$ cat config.mk
export PLATFORM = sky130hd
export DESIGN_NAME = prog_clk_divider
export DESIGN_NICKNAME = d
export VERILOG_FILES = /design/src/rtl/clkdiv_pkg.sv /design/src/rtl/prog_clk_divider.sv
export SDC_FILE = /design/constraint.sdc
export NUM_CORES = 1
export LEC_CHECK = 0
export CORE_ASPECT_RATIO = 0.75
export CORE_MARGIN = 1
export CORE_UTILIZATION = 50
export DETAILED_ROUTE_END_ITERATION = 10
export MAX_ROUTING_LAYER = met4
export PLACE_DENSITY = 0.71
export SYNTH_ARGS = -nofsm -noshare
export SYNTH_HDL_FRONTEND = slang
export SYNTH_SLANG_ARGS = --single-unit
$ cat constraint.sdc
create_clock -name clk -period 9.3 [get_ports clk]
set_input_delay 1.395 -clock clk [delete_from_list [all_inputs] [get_ports clk]]
set_output_delay 1.395 -clock clk [all_outputs]
set_load 0.03 [all_outputs]
$ cat src/rtl/clkdiv_pkg.sv
// Shared constants for the programmable clock-enable divider.
// Imported by prog_clk_divider.
package clkdiv_pkg;

  localparam int CLKDIV_CNT_W_DEFAULT      = 16;
  localparam int CLKDIV_MIN_HALF           = 1;
  localparam int CLKDIV_RESET_HALF_DEFAULT = 10;

endpackage

$ cat src/rtl/prog_clk_divider.sv
// Runtime-reprogrammable even-ratio clock-enable divider with edge strobes.
// Define PROG_CLKDIV_STATUS_EN to add the wrapping period_cnt status output.
module prog_clk_divider
  import clkdiv_pkg::*;
#(
  parameter int CNT_W      = CLKDIV_CNT_W_DEFAULT,
  parameter int RESET_HALF = CLKDIV_RESET_HALF_DEFAULT
) (
  input  logic             clk,
  input  logic             reset_n,
  input  logic             en,
  input  logic [CNT_W-1:0] half_in,
  input  logic             load,
  output logic             busy,
  output logic             div_clk,
  output logic             rise_tick,
`ifdef PROG_CLKDIV_STATUS_EN
  output logic             fall_tick,
  output logic [CNT_W-1:0] period_cnt
`else
  output logic             fall_tick
`endif
);

  localparam logic [CNT_W-1:0] ONE   = CNT_W'(1);
  localparam logic [CNT_W-1:0] MIN_H = CNT_W'(CLKDIV_MIN_HALF);
  localparam logic [CNT_W-1:0] RST_H = CNT_W'(RESET_HALF);

  logic [CNT_W-1:0] cnt_q, cnt_d;
  logic [CNT_W-1:0] h_act_q, h_act_d;
  logic [CNT_W-1:0] h_pend_q, h_pend_d;
  logic             pend_q, pend_d;
  logic             div_q, div_d;
  logic             rise_q, rise_d;
  logic             fall_q, fall_d;
  logic             wrap;
  logic [CNT_W-1:0] half_cl;

  assign wrap    = (cnt_q == h_act_q - ONE);
  assign half_cl = (half_in < MIN_H) ? MIN_H : half_in;

  // Apply only at the 1->0 toggle so each period keeps a single H.
  always_comb begin
    cnt_d    = cnt_q;
    h_act_d  = h_act_q;
    h_pend_d = h_pend_q;
    pend_d   = pend_q;
    div_d    = div_q;
    rise_d   = 1'b0;
    fall_d   = 1'b0;
    if (en) begin
      if (wrap) begin
        cnt_d  = '0;
        div_d  = ~div_q;
        rise_d = ~div_q;
        fall_d = div_q;
        if (div_q && pend_q) begin
          h_act_d = h_pend_q;
          pend_d  = 1'b0;
        end
      end else begin
        cnt_d = cnt_q + ONE;
      end
    end
    if (load) begin
      h_pend_d = half_cl;
      pend_d   = 1'b1;
    end
  end

  always_ff @(posedge clk) begin
    if (!reset_n) begin
      cnt_q    <= '0;
      h_act_q  <= RST_H;
      h_pend_q <= '0;
      pend_q   <= 1'b0;
      div_q    <= 1'b0;
      rise_q   <= 1'b0;
      fall_q   <= 1'b0;
    end else begin
      cnt_q    <= cnt_d;
      h_act_q  <= h_act_d;
      h_pend_q <= h_pend_d;
      pend_q   <= pend_d;
      div_q    <= div_d;
      rise_q   <= rise_d;
      fall_q   <= fall_d;
    end
  end

  assign busy      = pend_q;
  assign div_clk   = div_q;
  assign rise_tick = rise_q;
  assign fall_tick = fall_q;

`ifdef PROG_CLKDIV_STATUS_EN
  logic [CNT_W-1:0] period_q, period_d;

  assign period_d = fall_d ? period_q + ONE : period_q;

  always_ff @(posedge clk) begin
    if (!reset_n) begin
      period_q <= '0;
    end else begin
      period_q <= period_d;
    end
  end

  assign period_cnt = period_q;
`endif

endmodule
# After elaboration in Yosys (flattened, before gate mapping)
# Cells that the tools add are included.
# word_totals
reg_bits,52
out_inout_bits,4
word_cells,26
input_bits,20
# classes
n_addsub,2
magnitude_cmp,1
n_bitwise,1
reduce_logical,8
eq_ne,1
n_mux,6
# op_table
op,n
2-to-1 mux 16 bit,2
"adder 16 x 1 -> 16 bit, second input constant",1
equality test 16 bit,1
"< comparator 16 x 1 -> 1 bit, second input constant",1
"subtractor 16 x 1 -> 16 bit, second input constant",1
AND reduction 3 bit,3
nonzero test 2 bit,3
2-to-1 mux 1 bit,4
AND reduction 2 bit,1
logical AND 1 bit,1
NOT 1 bit,1

# Depth between registers and ports, before layout
# Gate-level depths: netlist (run 1).
# logic_depth
word_depth,5
mapped_depth,13
ltp_nobuf,9

# Worst setup path before layout (run 1)
# No wires, ideal clock.
# synth_path
kind,register to register
start,register h_act_q[0]
end,register h_act_q[10]
synth_period_minus_slack_ps,3102
required_ps,9168
path_slack_ps,6198
path_stages_with_launch,14
arrival_time_ps,2970
cell_sequence,dfxtp_1 clkbuf_1 inv_1 ha_1 buf_1 or4b_2 nor4_1 xnor2_1 o2111ai_2 or4b_1 buf_2 buf_6 o21ai_1 a21oi_1
# synth_between
elab_chain_cells,3
# synth_rtl
item,line,text
start: declaration,prog_clk_divider.sv:30,"logic [CNT_W-1:0] h_act_q, h_act_d;"
start signal: assignment,prog_clk_divider.sv:82,h_act_q <= h_act_d;
subtractor 16 x 1 -> 16 bit,prog_clk_divider.sv:39,assign wrap = (cnt_q == h_act_q - ONE);
equality test 16 bit,prog_clk_divider.sv:39,
AND reduction 3 bit (no line),--,
# No other way between the ends.
# A chain may end at the register's enable or synchronous reset.

# Final worst setup path (run 1)
# layout_path
start,register h_act_q[0]
end,register cnt_q[7]
# layout_between
elab_chain_cells,3
# layout_rtl
item,line,text
subtractor 16 x 1 -> 16 bit,prog_clk_divider.sv:39,
equality test 16 bit,prog_clk_divider.sv:39,
2-to-1 mux 16 bit,prog_clk_divider.sv:52,if (wrap) begin
end signal: assignment,prog_clk_divider.sv:81,cnt_q <= cnt_d;
end: declaration,prog_clk_divider.sv:29,"logic [CNT_W-1:0] cnt_q, cnt_d;"
# No other way between the ends.

==> results_dict.tcl, run 1 <==
set metrics [dict create \
    nets 343 \
    synth-edff-count 0 \
    via_per_inst 5.687 \
    antenna_left 0 \
    ys_ff_latch 52 \
    drv_slew 0 \
    yosysMostFrequentCell "dfxtp_1" \
    grt_pass1_vias 2105 \
    p_per_area_nw_per_um2 146.6 \
    row_count 22 \
    hold_path_class "flop to flop" \
    synthArstFlopShare 0 \
    synth_top_cell_by_area "dfxtp_1" \
    cts_resized 0 \
    crit_fanout 19 \
    fin_crit_sh 0.3727 \
    overflow 0 \
    period_needed_ns 3.466 \
    cts_buffers 5 \
    wl_mm 5.865 \
    crit_chain "inv_1, ha_1, or4b_2, nor4_1, xnor2_1, o2111ai_2, or4b_1, nand2_2, nor2_1" \
    synth.avg_cell_area_um2 8.497 \
    postCtsSetupBuffers 0 \
    drt-pass1-iter-count 4 \
    htreeDepth 2 \
    clock_skew_ns 0.006542 \
    die_w_um 85.95 \
    clk_pin_slew_worst_paths_ns 0.09 \
    synth_nets 333 \
    start_kind "flop" \
    yosysSeqAreaShare 0.3939 \
    tns_ns 0 \
    diodes 0 \
    path_class "flop to flop" \
    cp.required_ns 9.50 \
    drt-initial-drc-count 136 \
    initial_core_util 0.5304 \
    worstMarginPinSlew_ns 0.9600 \
    vias 2235 \
    hold_viol_final 0 \
    dieArea_um2 5583 \
    yosys-top-cells-count "dfxtp_1 (52), nor2_1 (41), a21oi_1 (22), nand4_1 (19), xnor2_1 (19)" \
    clock_sinks 52 \
    grt_pass1_wl_mm 10.13 \
    synth_flop_cell "dfxtp_1" \
    dp_hpwl_mm 4.299 \
    root_buffer "clkbuf_8" \
    ys_warn_count 0 \
    arrival_ns 3.67 \
    holdBufCountCts 0 \
    syn_area_um2 2643 \
    routabilityCongestion 0.9363 \
    drc 0 \
    clock_path_buffers 2 \
    rsz0062_at_grt "no" \
    p_leak_nw 1.094 \
    finalSetupViolations 0 \
    wire_per_inst_um 14.92 \
    syn_to_final_growth_pct 13.73 \
    drive_gt1_frac 0.05296 \
    crit_slowest_cell "or4b_1" \
    grtUsageTotal 0.2400 \
    insertion_delay_ns 0.31 \
    antenna_found_initial 0 \
    final_util 0.6032 \
    max_slew_margin 0.3580 \
    pin_count 24 \
    ys_top_cells_by_area "dfxtp_1 (39%), xnor2_1 (6.3%), nor2_1 (5.8%)" \
    status "complete, no violations" \
    max_freq_mhz 288.5 \
    maxCapViolations 0 \
    core_area_um2 4982 \
    synth_cell_type_count 46 \
    die_y_um 64.96 \
    synth_top_area_frac 0.3939 \
    irDropWorstVdd_v 0.00008486 \
    cts_tree "yes" \
    grt_start_max_net_pins 36 \
    port_buffers 23 \
    synthesis.instances 311 \
    critPathCaptureType "flop" \
    cpPeakStageDelay_ns 0.88 \
]
-- critical path, delay by kind of cell, from the launching register on --
family	cells	cell delay, ns
xor+xnor	1	0.17
flops	1	0.41
buf+inv	1	0.09
simple gates	5	2.16
fa+ha+maj	1	0.32
compound gates	1	0.20
-- sequential cells by signal, summed over array words and instances, names as in the netlist --
register   cells
div_clk        1
rise_tick      1
h_pend_q      16
busy           1
fall_tick      1
h_act_q       16
cnt_q         16
-- cell type report --
type / count / area [µm²]
clock inverter: 2 / 60.06
sequential: 52 / 1041
clock buffer: 5 / 68.82
multi-input combinational: 231 / 1481
fill: 450 / 1977
timing repair buffer: 24 / 237.7
inverter: 7 / 26.28
tap: 72 / 90.09
-- layout by cell type (no fill, tap or decap), types with 2 or more instances in the layout --
cell             Yosys  routed
dfxtp_1             52      52
nor2_1              41      41
clkdlybuf4s50_1      0      23
a21oi_1             22      22
xnor2_1             19      19
nand4_1             19      19
mux2i_1             15      15
xor2_1              14      14
o21ai_0             13      13
nor3_1              11      11
and3_1              10      10
o21ai_1              9       9
nor4_1               7       7
nand2_1              7       7
inv_1                6       6
nand3_1              5       5
clkbuf_8             0       5
nor2b_1              4       4
nand2b_1             4       4
or4_1                3       3
or3_1                3       3
or3b_2               2       2
o211ai_1             2       2
a31oi_1              2       2
ha_1                 2       2
bufinv_16            0       2
-- per-layer routing --
layer | track usage | wire length (µm) | vias to the layer above
met3 | 0.04586 | 314 | 7
met4 | 0.07500 | 79 | 0
met5 | - | 0 | -
met2 | 0.3304 | 2386 | 39
li1 | - | - | 1134
met1 | 0.3497 | 3085 | 1055
-- worst paths after layout --
check	depth (start not counted)	slack (ns)	end	startpoint
hold / removal	2	0.48	h_act_q[14]$_SDFFE_PN0P_	h_pend_q[14]$_SDFFE_PN0P_
setup / recovery	9	5.83	cnt_q[7]$_SDFFE_PN0P_	h_act_q[0]$_SDFFE_PN0P_
hold reg to reg	2	0.48	h_act_q[14]$_SDFFE_PN0P_	h_pend_q[14]$_SDFFE_PN0P_
setup reg to reg	9	5.83	cnt_q[7]$_SDFFE_PN0P_	h_act_q[0]$_SDFFE_PN0P_
-- kinds of logic after synthesis --
family	Yosys count	synth area share
AND/OR/NAND/NOR	120	0.2438
AO/OA/AOI/OAI	61	0.1411
flip-flops	52	0.3939
XOR/XNOR	33	0.1094
buffers and inverters	28	0.04545
multiplexers	15	0.05682
adder cells (fa/ha/maj)	2	0.009468
-- power breakdown --
group	internal, W	switching [W]	total [W]	leakage, nW
Sequential	0.000228	0.00000495	0.000233	0.423
Clock	0.000106	0.0000747	0.000181	0.0642
Combinational	0.0000146	0.0000128	0.0000274	0.607
-- stage by stage --
step           std cells  setup WS, ns  hold WS [ns]  area [µm²]  total power, W
5_1_grt              393         5.585        0.5018        3005       0.0004590
2_1_floorplan        311         6.198        0.4471        2643       0.0002522
6_report             393         5.834        0.4826        3005       0.0004407
3_3_place_gp         386         5.695        0.4651        2877       0.0002650
4_1_cts              393         5.837        0.4851        3005       0.0004429
3_5_place_dp         386         5.659        0.4723        2877       0.0002652
Power figures use the tool's default switching activity.
==> run 2: changes to the inputs <==
Clock period 9.3 ns to 3.6 ns, I/O delays scaled along.
==> run 2 against run 1 <==
Against the previous run:
- via count about the same
- largest cell class unchanged
- largest power group unchanged
- count of clock-buffer cells in the layout stayed put
- global-route usage up 0.42 points
- wire length is 5.1% higher
==> results_dict.tcl, run 2 (synthesis gave the netlist of run 1 again) <==
set metrics [dict create \
    status "complete, no violations" \
    place_area_um2 2907 \
    finalSetupViolations 0 \
    maxCapViolations 0 \
    dieArea_um2 5583 \
    instances_no_fill 398 \
    final_cell_mix "dfxtp_1 (52), nor2_1 (41), clkdlybuf4s50_1 (23)" \
    insertion_delay_ns 0.32 \
    drv_slew 0 \
    drc 0 \
    crit_fanout 19 \
    drive_gt1_frac 0.06748 \
    die_y_um 64.96 \
    postCtsSetupBuffers 0 \
    clock_path_buffers 2 \
    path_class "flop to flop" \
    period_needed_ns 3.309 \
    p_per_area_nw_per_um2 342.4 \
    cts_buffers 5 \
    tns_ns 0 \
    holdBufCountCts 0 \
    max_slew_margin 0.3533 \
    grt_start_max_net_pins 36 \
    cts_resized 0 \
    routabilityCongestion 0.9762 \
    root_buffer "clkbuf_8" \
    irDropWorstVdd_v 0.0002344 \
    max_freq_mhz 302.2 \
    rsz0062_at_grt "no" \
    port_buffers 23 \
    vias 2236 \
    grtUsageTotal 0.2442 \
    final_util 0.6027 \
    final_cell_area_um2 3003 \
    drt-initial-drc-count 240 \
    p_leak_nw 1.095 \
    wl_mm 6.162 \
    fin_crit_sh 0.9191 \
    final_common_cell "dfxtp_1" \
    critPathCaptureType "flop" \
    syn_to_final_growth_pct 13.64 \
    largest_registers "cnt_q x16, h_act_q x16, h_pend_q x16" \
    htreeDepth 2 \
    antenna_left 0 \
    drt-pass1-iter-count 4 \
    arrival_ns 3.51 \
    die_w_um 85.95 \
    cp.required_ns 3.81 \
    hold_path_class "flop to flop" \
    antenna_found_initial 0 \
    core_area_um2 4982 \
    cts_tree "yes" \
    nets 347 \
    pin_count 24 \
    grt_pass1_vias 2142 \
    overflow 0 \
    start_kind "flop" \
    clk_pin_slew_worst_paths_ns 0.10 \
    row_count 22 \
    dp_cells 390 \
    via_per_inst 5.618 \
    clock_sinks 52 \
    diodes 0 \
    hold_viol_final 0 \
    clock_skew_ns 0.006393 \
    initial_core_util 0.5304 \
    grt_pass1_wl_mm 10.41 \
    wire_per_inst_um 15.48 \
    worstMarginPinSlew_ns 0.9671 \
    dp_hpwl_mm 4.453 \
]
[run 2: cell types whose count changed in the layout (fill, tap and decap cells not counted)]
cell / previous run / this run
clkinv_4: 0 / 1
buf_4: 1 / 5
inv_8: 0 / 1
clkinvlp_4: 0 / 1
bufinv_16: 2 / 0
[run 2: area by class of cell]
type,count,area (µm²)
tap,72,90.09
clock inverter,3,27.53
fill,463,1979
sequential,52,1041
multi-input combinational,231,1481
timing repair buffer,28,267.8
clock buffer,5,68.82
inverter,7,26.28
[run 2: where the power goes]
part	switching (W)	internal (W)	leakage, nW	total [W]
clock network	0.000209	0.000143	0.0463	0.000352
registers	0.00000942	0.000588	0.423	0.000598
logic	0.0000387	0.0000395	0.626	0.0000781
total	0.000257	0.000771	1.10	0.00103
[run 2: path summary, 6_finish.rpt]
kind	start	to	slack (ns)	cells past startpoint
min	h_pend_q[10]$_SDFFE_PN0P_	h_act_q[10]$_SDFFE_PN0P_	0.48	2
min reg2reg	h_pend_q[10]$_SDFFE_PN0P_	h_act_q[10]$_SDFFE_PN0P_	0.48	2
max reg2reg	h_act_q[0]$_SDFFE_PN0P_	cnt_q[13]$_SDFFE_PN0P_	0.29	10
max	h_act_q[0]$_SDFFE_PN0P_	cnt_q[13]$_SDFFE_PN0P_	0.29	10
[run 2: stage by stage]
stage	hold slack, ns	setup WS [ns]	power (W)
after floorplan	0.4471	0.4978	0.0006516
after global placement	0.4624	0.3889	0.0006870
after detailed placement	0.4697	0.3439	0.0006885
after CTS	0.4848	0.3292	0.001037
after global routing	0.5115	0.1102	0.001071
final	0.4821	0.2912	0.001028
[run 2: routing by layer]
| layer | vias to the layer above | global-route usage | share of wire |
|---|---|---|---|
| li1 | 1140 | - | - |
| met1 | 1055 | 0.3485 | 0.55 |
| met2 | 34 | 0.3542 | 0.41 |
| met3 | 7 | 0.04331 | 0.028 |
| met4 | 0 | 0.06458 | 0.0094 |
| met5 | - | - | 0 |
[run 2: critical path: stages (launching register included)]
cell       delay (ns)
dfxtp_1          0.40
inv_1            0.09
ha_1             0.34
or4b_2           0.61
nor4_1           0.28
xnor2_1          0.20
o2111ai_2        0.20
or4b_1           0.54
buf_4            0.21
nand2_2          0.24
nor2_1           0.09
==> run 3: changes to the inputs <==
Settings changed: CORE_MARGIN 1 to not set, PLACE_DENSITY 0.71 to not set, PLACE_DENSITY_LB_ADDON set to 0.1.
==> run 3 against run 2 <==
Against the previous run:
- cell area up 1.1%
- wire length fell by 4.2%
- setup slack better by 0.056 ns
- global-route usage shrank 1.0 points
- cell count increased by 0.25%
- largest cell class unchanged
- critical path type unchanged
- hold slack better by 0.0037 ns
- combinational power is 1% lower
- register-to-register slack gained 0.06 ns
- count of clock-buffer cells in the layout rose by 1
- core utilization up 0.65 points
- clock skew is 0.0045 ns higher
- total power is 7.3% higher
==> results_dict.tcl, run 3 (synthesis gave the netlist of run 1 again) <==
set metrics [dict create \
    drt-met1-wl_mm 3.209 \
    postCtsSetupBuffers 0 \
    crit_fanout 19 \
    ff2ff_setup_slack_ns 0.35 \
    clock_skew_ns 0.01092 \
    cp.required_ns 3.79 \
    routabilityCongestion 0.8993 \
    clock_path_buffers 2 \
    arrival_ns 3.44 \
    fin_crit_sh 0.9035 \
    core_area_um2 4982 \
    max_freq_mhz 307.4 \
    rr_endpoint "cnt_q[13]$_SDFFE_PN0P_" \
    worstMarginPinSlew_ns 0.9431 \
    clk_pin_slew_worst_paths_ns 0.10 \
    path_class "flop to flop" \
    tns_ns 0 \
    critPathCaptureType "flop" \
    reg2regPathDepth 10 \
    final_common_cell "dfxtp_1" \
    initial_core_util 0.5304 \
    rsz0062_at_grt "no" \
    wl_met2_mm 2.384 \
    row_count 22 \
    wl_mm 5.905 \
    dp_cells 391 \
    met3WireLength_um 272 \
    endpoint "cnt_q[13]$_SDFFE_PN0P_" \
    overflow 0 \
    p_per_area_nw_per_um2 363.4 \
    antenna_left 0 \
    nets 348 \
    largest_registers "cnt_q x16, h_act_q x16, h_pend_q x16" \
    dp_hpwl_mm 4.356 \
    instances_no_fill 399 \
    timing.rr.start "h_act_q[0]$_SDFFE_PN0P_" \
    cts_resized 0 \
    drt-pass1-iter-count 5 \
    maxCapViolations 0 \
    dieArea_um2 5583 \
    final_cell_mix "dfxtp_1 (52), nor2_1 (41), clkdlybuf4s50_1 (23)" \
    cts_tree "yes" \
    p_leak_nw 1.116 \
    holdBufCountCts 0 \
    clock_sinks 52 \
    wire_per_inst_um 14.80 \
    start_kind "flop" \
    drc 0 \
    cts_buffers 5 \
    grt_start_max_net_pins 21 \
    hold_viol_final 0 \
    antenna_found_initial 0 \
    highest_layer "met4" \
    die_w_um 85.95 \
    drive_gt1_frac 0.07034 \
    hold_path_class "flop to flop" \
    via_per_inst 5.679 \
    grtUsageTotal 0.2340 \
    diodes 0 \
    period_needed_ns 3.253 \
    grt_pass1_wl_mm 10.05 \
    crit_start "h_act_q[0]$_SDFFE_PN0P_" \
    port_buffers 23 \
    syn_to_final_growth_pct 14.87 \
    pin_count 24 \
    drt-initial-drc-count 170 \
    max_slew_margin 0.3693 \
    drv_slew 0 \
    status "complete, no violations" \
    vias 2266 \
    root_buffer "clkbuf_8" \
    insertion_delay_ns 0.31 \
    die_y_um 64.96 \
    grt_pass1_vias 2082 \
    holdCritStartpoint "h_pend_q[13]$_SDFFE_PN0P_" \
    htreeDepth 2 \
    finalSetupViolations 0 \
    irDropWorstVdd_v 0.0002196 \
]
run 3: metrics by stage:
step	power (W)	setup slack [ns]	hold slack, ns	utilization	instance area (µm²)
after global placement	0.0006873	0.4082	0.4676	0.5849	2914
after global routing	0.001142	0.2075	0.5133	0.6092	3035
after CTS	0.001113	0.3909	0.4831	0.6092	3035
final	0.001103	0.3473	0.4858	0.6092	3035
after detailed placement	0.0006887	0.4071	0.4651	0.5849	2914
after floorplan	0.0006516	0.4978	0.4471	-	2643
run 3: where the power goes:
part / internal [W] / leakage (nW) / switching, W
Clock: 0.000228 / 0.0614 / 0.000200
Sequential: 0.000588 / 0.423 / 0.00000962
Combinational: 0.0000394 / 0.631 / 0.0000377
Total: 0.000855 / 1.12 / 0.000248
run 3: final cells by class:
cell class | instances | area [µm²]
Clock inverter | 2 | 38.79
Clock buffer | 6 | 82.58
Fill cell | 458 | 1947
Inverter | 7 | 26.28
Timing Repair Buffer | 29 | 275.3
Multi-Input combinational cell | 231 | 1481
Sequential cell | 52 | 1041
Tap cell | 72 | 90.09
run 3: worst max-delay path, cell delays in order, from the launching register on:
cell	delay [ns]
dfxtp_1	0.40
inv_1	0.09
ha_1	0.32
or3b_2	0.52
nor3_1	0.25
xnor2_1	0.23
o2111ai_1	0.27
or4b_1	0.51
buf_4	0.21
nand2_2	0.23
nor2_1	0.09
run 3: worst min-delay path by stage:
stage	depth (start not counted)	slack, ns	to
global route	2	0.51	h_act_q[0]$_SDFFE_PN0P_
floorplan	2	0.45	h_act_q[0]$_SDFFE_PN0P_
CTS	2	0.48	h_act_q[0]$_SDFFE_PN0P_
global placement	2	0.47	h_act_q[13]$_SDFFE_PN0P_
finish	2	0.49	h_act_q[13]$_SDFFE_PN0P_
detailed placement	2	0.47	h_act_q[0]$_SDFFE_PN0P_
run 3: metal layers:
| layer | track usage | vias to the layer above |
|---|---|---|
| met5 | - | - |
| met4 | 0.05000 | 0 |
| met3 | 0.04331 | 6 |
| met2 | 0.3274 | 48 |
| met1 | 0.3476 | 1068 |
| li1 | - | 1144 |
